**src/rtl/ann_pkg.sv**
```systemverilog
// Shared types and constants for the neuron datapath: accumulator widths, clamp rails
// and the accumulation controller state type.
package ann_pkg;

   localparam int ACC_W = 19;
   localparam int SUM_W = 20;

   // Two's-complement rails of the 19-bit accumulator (+262143 / -262144).
   localparam logic signed [ACC_W-1:0] ACC_MAX = 19'h3FFFF;
   localparam logic signed [ACC_W-1:0] ACC_MIN = 19'h40000;

   typedef enum logic [1:0] {
      IDLE,
      ACCUM,
      DONE
   } acc_state_t;

endpackage

```
**src/rtl/adder19.sv**
```systemverilog
// Shared 19-bit signed adder producing the full 20-bit sum; overflow handling is left
// to the caller.
module adder19
   import ann_pkg::*;
(
   input  logic signed [ACC_W-1:0] a,
   input  logic signed [ACC_W-1:0] b,
   output logic signed [SUM_W-1:0] s
);

   assign s = {a[ACC_W-1], a} + {b[ACC_W-1], b};

endmodule

```
**src/rtl/neuron_acc_ctrl.sv**
```systemverilog
// Sequences one neuron's bias + N_TERMS weighted-sum reduction through a shared adder,
// clamping to 19 bits after every step and presenting the result on a valid/ready port.
module neuron_acc_ctrl
   import ann_pkg::*;
#(
   parameter int unsigned N_TERMS = 16,
   parameter int unsigned CNT_W   = 10
) (
   input  logic                    clk,
   input  logic                    rst_n,
   input  logic                    start,
   input  logic signed [ACC_W-1:0] bias,
   input  logic                    in_valid,
   input  logic signed [ACC_W-1:0] in_data,
   output logic                    in_ready,
   output logic                    out_valid,
   input  logic                    out_ready,
   output logic signed [ACC_W-1:0] out_sum,
   output logic                    out_sat,
   output logic                    busy
);

   acc_state_t              state_q, state_d;
   logic signed [ACC_W-1:0] acc_q, acc_d;
   logic [CNT_W-1:0]        cnt_q, cnt_d;
   logic                    sat_q, sat_d;

   logic signed [SUM_W-1:0] sum;
   logic signed [ACC_W-1:0] sum_clamped;
   logic                    clamped;
   logic                    last_term;

   adder19 u_adder19 (
      .a (acc_q),
      .b (in_data),
      .s (sum)
   );

   // The top two sum bits disagree exactly when the result left the 19-bit range.
   always_comb begin
      clamped = sum[SUM_W-1] ^ sum[SUM_W-2];
      if (!clamped) begin
         sum_clamped = sum[ACC_W-1:0];
      end else if (sum[SUM_W-1]) begin
         sum_clamped = ACC_MIN;
      end else begin
         sum_clamped = ACC_MAX;
      end
   end

   assign last_term = (cnt_q == CNT_W'(N_TERMS - 1));

   always_comb begin
      state_d = state_q;
      acc_d   = acc_q;
      cnt_d   = cnt_q;
      sat_d   = sat_q;
      unique case (state_q)
         IDLE: begin
            if (start) begin
               acc_d   = bias;
               cnt_d   = '0;
               sat_d   = 1'b0;
               state_d = ACCUM;
            end
         end
         ACCUM: begin
            if (in_valid) begin
               acc_d = sum_clamped;
               cnt_d = cnt_q + 1'b1;
               sat_d = sat_q | clamped;
               if (last_term) begin
                  state_d = DONE;
               end
            end
         end
         DONE: begin
            if (out_ready) begin
               state_d = IDLE;
            end
         end
         default: state_d = IDLE;
      endcase
   end

   always_ff @(posedge clk or negedge rst_n) begin
      if (!rst_n) begin
         state_q <= IDLE;
         acc_q   <= '0;
         cnt_q   <= '0;
         sat_q   <= 1'b0;
      end else begin
         state_q <= state_d;
         acc_q   <= acc_d;
         cnt_q   <= cnt_d;
         sat_q   <= sat_d;
      end
   end

   // Result outputs are gated by DONE so they read zero whenever no result is offered.
   assign in_ready  = (state_q == ACCUM);
   assign out_valid = (state_q == DONE);
   assign out_sum   = out_valid ? acc_q : '0;
   assign out_sat   = out_valid & sat_q;
   assign busy      = (state_q != IDLE);

endmodule

```
**config.mk**
```make
export PLATFORM = sky130hd
export DESIGN_NAME = neuron_acc_ctrl
export DESIGN_NICKNAME = d
export VERILOG_FILES = /design/src/rtl/ann_pkg.sv /design/src/rtl/adder19.sv /design/src/rtl/neuron_acc_ctrl.sv
export SDC_FILE = /design/constraint.sdc
export NUM_CORES = 1
export LEC_CHECK = 0
export CORE_MARGIN = 8
export CORE_UTILIZATION = 36
export CTS_CLUSTER_DIAMETER = 100
export CTS_CLUSTER_SIZE = 16
export DETAILED_ROUTE_END_ITERATION = 16
export HOLD_SLACK_MARGIN = 0.1
export PLACE_DENSITY = 0.68
export SYNTH_ARGS = -nofsm -noshare
export SYNTH_HDL_FRONTEND = slang
export SYNTH_HIERARCHICAL = 1
export SYNTH_SLANG_ARGS = --single-unit
```
**constraint.sdc**
```tcl
create_clock -name clk -period 9.61 [get_ports clk]
set_input_delay 1.4415 -clock clk [delete_from_list [all_inputs] [get_ports clk]]
set_output_delay 1.4415 -clock clk [all_outputs]
set_load 0.01 [all_outputs]
```
==> out/qor.yml, run 1 <==
p_sw_frac: 0.489
crit_required_ns: 9.80
placed_cell_area_sq_um: 3600
seq_area_frac_synth: 0.273
core_area_sq_um: 8050
wl_per_cell_microns: 17.4
maxSlewViolCount: 0
status: "finished, final reports clean"
fin_worst_skew_ns: 0.00424
finalHoldViolCount: 0
cts_hold_buf: 0
drt_first_pass_iters: 4
synth.distinct_cells: 61
period_needed_ns: 5.39
worst_setup_path_start_kind: "input port"
top_layer_used: "met4"
power_density_nw_per_um2: 301
vias: 2798
seqPwrFrac: 0.223
fillers: 836
first_global_vias: 2936
min_path_type: "reg2reg"
routed-wl-met3_microns: 579
die_height_microns: 106
setup_tns_ns: 0
ys.flop_type: "dfrtp_1"
htreeDepth: 2
post_cts_resized: 0
syn_area_sq_um: 2930
crit_path_end_kind: "flop"
drt-total-wl_mm: 8.63
final-seq-area_sq_um: 801
grt_overflow: 0
intPower_w: 0.000567
cts_buffers: 5
layout-drive-gt1-share: 0.0663
peakVddDrop_uv: 122
drc: 0
p_total_w: 0.00111
cts-root-buf: "clkbuf_8"
cts.sink_count: 32
setup_ws_ns: 4.22
multi_input_area_sq_um: 1980
final_common_cell: "clkdlybuf4s50_1"
portBuffers: 65
dp_hpwl_mm: 6.62
slew_headroom: 0.150
wl_met2_mm: 4.07
clock_path_buffers: 2
async_reset_ff_frac: 1.00
rsz0062_at_grt: "false"
drtAntennaViolNets: 0
grt_pass1_wl_mm: 14.6
p_sw_w: 0.000542
fin_area_sq_um: 3680
area_growth_pct: 25.4
post-route-period-util: 0.561
synth-seq-cells: 32
worstMarginPinSlew_ns: 1.27
max_freq_ghz: 0.185
grt_start_max_net_pins: 33
antenna_found_initial: 0
path_clk_slew_ns: 0.07
critPathArrivalTime_ns: 5.58
die_area_sq_um: 11300
die_w_microns: 106
yosysWarnings: 6
crit_type: "in2reg"
clkPwrFrac: 0.088
clkLatencyLatePin_ns: 0.28
wl_met1_mm: 3.90
antenna_cells: 0
initial_utilization: 0.364
pre_cts_ws_ns: 3.86
place.gp.congestion: 0.900
combPwrFrac: 0.689
nets: 458
drv_cap: 0
syn_nets: 405
power.leakage_nw: 1.52
r2r_setup_slack_ns: 5.38
cts_setup_buffers: 0
vias_per_cell: 5.63
ios: 66
synth_enable_flop_cells: 0
setup_violations: 0
rows: 33
postSynthAreaPerCell_sq_um: 8.65
drtIter0Drc: 154
synth_cells: 339
cts_tree: "built"
grt_usage: 0.156
mostFrequentLayoutCells: "clkdlybuf4s50_1 (65), dfrtp_1 (32), nor2_1 (30)"
crit_fanout: 20
[worst max-delay path, cell delays in order]
cell and delay (ns):
clkdlybuf4s50_1 0.41, ha_1 0.21, fa_1 0.41, a21o_1 0.24, nand4_1 0.14, a21oi_2 0.08, nor2_1 0.21, o311ai_2 0.14
xor2_1 0.20, inv_1 0.07, ha_1 0.56, nor2_1 1.06, a211oi_1 0.15, o31ai_1 0.25
[final cells by class]
type / count / share of cell area
clock inverters: 1 / 0.00136
multi-input cells: 279 / 0.537
well taps: 105 / 0.0357
repair buffers: 67 / 0.181
inverters: 7 / 0.00715
clock buffers: 6 / 0.0197
flip-flops and latches: 32 / 0.218
[metal layers]
layer	track usage	vias up
met2	0.258	84
li1	-	1379
met5	0	-
met4	0.0392	0
met3	0.0393	6
met1	0.199	1329
[sequential cells by signal (all words and copies together), names as in the netlist]
| name | cells |
|---|---|
| cnt_q | 10 |
| acc_q | 19 |
| state_q | 2 |
| sat_q | 1 |
[cell families after synthesis]
group	count (synthesis)	synth area share
and+or+nand+nor	129	0.236
xor gates and xnor gates	16	0.0478
muxes	2	0.00811
adders and majority gates	23	0.101
buffers and inverters	28	0.0529
AOI/OAI and AO/OA	109	0.281
DFF	32	0.273
[power by group through the flow]
stage | Clock (W) | Combinational (W) | Sequential [W]
final | 0.0000978 | 0.000763 | 0.000247
after global placement | 0 | 0.000749 | 0.000250
after CTS | 0.000100 | 0.000764 | 0.000248
after floorplan | 0 | 0.000615 | 0.000228
after detailed placement | 0 | 0.000763 | 0.000249
after global routing | 0.000107 | 0.000847 | 0.000257
[final timing paths]
check	depth (start not counted)	end	startpoint
worst min-delay path	1	sat_q	sat_q
worst min register to register	1	sat_q	sat_q
max in group asynchronous	2	state_q[1]	rst_n
worst max-delay path	14	acc_q[8]	in_data[0]
min in group asynchronous	2	acc_q[5]	rst_n
worst max register to register	13	acc_q[8]	acc_q[0]
[cell usage after synthesis (all sizes together), types with 2 or more instances]
master | n | area, sq um
a31o | 2 | 17.5
nand3 | 27 | 135
dfrtp | 32 | 801
nand2b | 4 | 25.0
o22ai | 2 | 12.5
nor2b | 3 | 18.8
inv | 7 | 26.3
nand2 | 15 | 56.3
a21o | 13 | 100
or4 | 3 | 22.5
a31oi | 4 | 40.0
clkbuf | 9 | 33.8
and2 | 24 | 151
o21a | 4 | 30.0
and3 | 3 | 20.0
nand3b | 2 | 27.5
a21boi | 2 | 15.0
o21ai | 6 | 30.0
or3 | 2 | 12.5
nor4b | 2 | 17.5
a211oi | 18 | 135
nor3 | 4 | 20.0
or2 | 2 | 12.5
buf | 12 | 95.1
a21oi | 20 | 115
nor2 | 30 | 113
xor2 | 5 | 43.8
o41ai | 2 | 25.0
o311ai | 4 | 42.6
mux2i | 2 | 23.8
ha | 22 | 275
o31ai | 23 | 173
nand4 | 4 | 25.0
o21bai | 2 | 15.0
xnor2 | 11 | 96.3
[through the flow]
step,hold slack (ns),std cells,utilization
floorplan,0.456,339,-
global placement,0.469,490,0.447
detailed placement,0.473,490,0.447
CTS,0.487,497,0.457
global route,0.506,497,0.457
finish,0.485,497,0.457
Power figures use the tool's default switching activity.
==> run 2: changes to the inputs <==
Settings changed: PLACE_DENSITY 0.68 to 0.71.
Clock period 9.61 ns to 4.6 ns, I/O delays scaled along.
==> out/qor.yml, run 2 (same netlist as run 1, synthesis figures left out) <==
status: "finished, final reports clean"  # unchanged
cts_tree: "built"  # unchanged
antenna_found_initial: 0  # unchanged
pre_cts_ws_ns: 0.527  # was 3.86 ns
drt_first_pass_iters: 5  # was 4
p_sw_frac: 0.474  # was 0.489
grt_overflow: 0  # unchanged
die_height_microns: 106  # unchanged
drtAntennaViolNets: 0  # unchanged
cts_setup_buffers: 0  # unchanged
vias_per_cell: 5.71  # was 5.63
htreeDepth: 2  # unchanged
intPower_w: 0.00129  # was 0.000567 W
fin_worst_skew_ns: 0.00976  # was 0.00424 ns
reg_top3: "acc_q (19), cnt_q (10), state_q (2)"  # unchanged
seqPwrFrac: 0.210  # was 0.223
power_density_nw_per_um2: 656  # was 301 nW/um^2
hold_ws_ns: 0.489  # was 0.485 ns
setup_tns_ns: 0  # unchanged
cts.sink_count: 32  # unchanged
crit_type: "in2reg"  # unchanged
setup_ws_ns: 0.794  # was 4.22 ns
setup_violations: 0  # unchanged
portBuffers: 65  # unchanged
crit_required_ns: 4.79  # was 9.80 ns
min_path_type: "reg2reg"  # unchanged
drc: 0  # unchanged
clock_path_buffers: 2  # unchanged
vias: 2859  # was 2798
period_needed_ns: 3.81
core_area_sq_um: 8050  # unchanged
clkLatencyLatePin_ns: 0.29  # was 0.28 ns
path_clk_slew_ns: 0.08  # was 0.07 ns
cts_buffers: 5  # unchanged
cts-root-buf: "clkbuf_8"  # unchanged
cts_hold_buf: 0  # unchanged
critPathArrivalTime_ns: 3.99  # was 5.58 ns
finalHoldViolCount: 0  # unchanged
rsz0062_at_grt: "false"  # unchanged
mostFrequentLayoutCells: "clkdlybuf4s50_1 (65), dfrtp_1 (32), nor2_1 (30)"  # unchanged
wl_per_cell_microns: 17.5  # was 17.4 microns
drtIter0Drc: 225  # was 154
dp_hpwl_mm: 6.65  # was 6.62 mm
post-route-period-util: 0.827
nets: 461  # was 458
largest_register_ffs: 19  # unchanged
initial_utilization: 0.364  # unchanged
p_sw_w: 0.00116  # was 0.000542 W
ios: 66  # unchanged
grt_pass1_wl_mm: 15.0  # was 14.6 mm
antenna_cells: 0  # unchanged
clkPwrFrac: 0.116  # was 0.088
rows: 33  # unchanged
final_common_cell: "clkdlybuf4s50_1"  # unchanged
area_growth_pct: 27.4  # was 25.4%
worstMarginPinSlew_ns: 0.995  # was 1.27 ns
grt_start_max_net_pins: 33  # unchanged
crit_fanout: 10  # was 20
slew_headroom: 0.337  # was 0.150
combPwrFrac: 0.675  # was 0.689
layout-drive-gt1-share: 0.0783  # was 0.0663
max_freq_ghz: 0.263
die_area_sq_um: 11300  # unchanged
worst_setup_path_start_kind: "input port"  # unchanged
crit_path_end_kind: "flop"  # unchanged
drt-total-wl_mm: 8.79  # was 8.63 mm
grt_usage: 0.160  # was 0.156
die_w_microns: 106  # unchanged
post_cts_resized: 0  # unchanged
first_global_vias: 2926  # was 2936
drv_cap: 0  # unchanged
power.leakage_nw: 1.55  # was 1.52 nW
maxSlewViolCount: 0  # unchanged
place.gp.congestion: 0.918  # was 0.900
peakVddDrop_uv: 265  # was 122 uV
largest_register: "acc_q"  # unchanged
==> run 2: cell types whose count changed in the layout (fill, tap and decap cells not counted), sizes merged <==
cell / before / now
bufinv: 0 / 1
buf: 2 / 5
clkinvlp: 0 / 1
clkbuf: 6 / 5
==> run 2: metal layers <==
| metal | vias up | track usage | routed length [microns] |
|---|---|---|---|
| met5 | - | 0 | 0 |
| met4 | 0 | 0.0372 | 49 |
| met3 | 6 | 0.0345 | 471 |
| met2 | 80 | 0.264 | 4210 |
| met1 | 1392 | 0.209 | 4070 |
| li1 | 1381 | - | - |
==> run 2: cell type report <==
class | instances | area [sq um]
Clock buffer | 5 | 68.8
Clock inverter | 3 | 42.5
Fill cell | 796 | 4320
Inverter | 7 | 26.3
Multi-Input combinational cell | 279 | 1980
Sequential cell | 32 | 801
Tap cell | 105 | 131
Timing Repair Buffer | 70 | 688
==> run 2: critical path: stages <==
cell,delay [ns]
clkdlybuf4s50_1,0.46
ha_1,0.18
fa_1,0.21
a21o_1,0.22
nand4_1,0.17
a21oi_2,0.22
nor2_1,0.10
o311ai_2,0.30
xor2_1,0.23
inv_1,0.07
ha_1,0.43
nor2_1,0.18
buf_4,0.18
a211oi_1,0.05
o31ai_1,0.29
==> run 2: worst paths after layout <==
kind,from,end,slack (ns),depth (start not counted)
min in group asynchronous,rst_n,acc_q[4],0.80,2
max in group asynchronous,rst_n,acc_q[14],3.48,2
worst min-delay path,sat_q,sat_q,0.49,1
worst max-delay path,in_data[0],acc_q[16],0.79,15
worst max register to register,acc_q[0],acc_q[16],1.23,14
worst min register to register,sat_q,sat_q,0.49,1
==> run 2: power by group through the flow <==
stage          Combinational (W)  Clock [W]  Sequential [W]
2_1_floorplan            0.00128          0        0.000476
3_3_place_gp             0.00159          0        0.000515
4_1_cts                  0.00164   0.000285        0.000512
3_5_place_dp             0.00163          0        0.000516
6_report                 0.00165   0.000284        0.000514
5_1_grt                  0.00184   0.000300        0.000533
==> run 2: metrics by stage <==
step / total power, W / util / std cells / area [sq um]
after global routing: 0.00267 / 0.464 / 501 / 3730
after floorplan: 0.00176 / - / 339 / 2930
after global placement: 0.00211 / 0.450 / 493 / 3620
final: 0.00245 / 0.464 / 501 / 3730
after detailed placement: 0.00215 / 0.450 / 493 / 3620
after CTS: 0.00244 / 0.464 / 501 / 3730
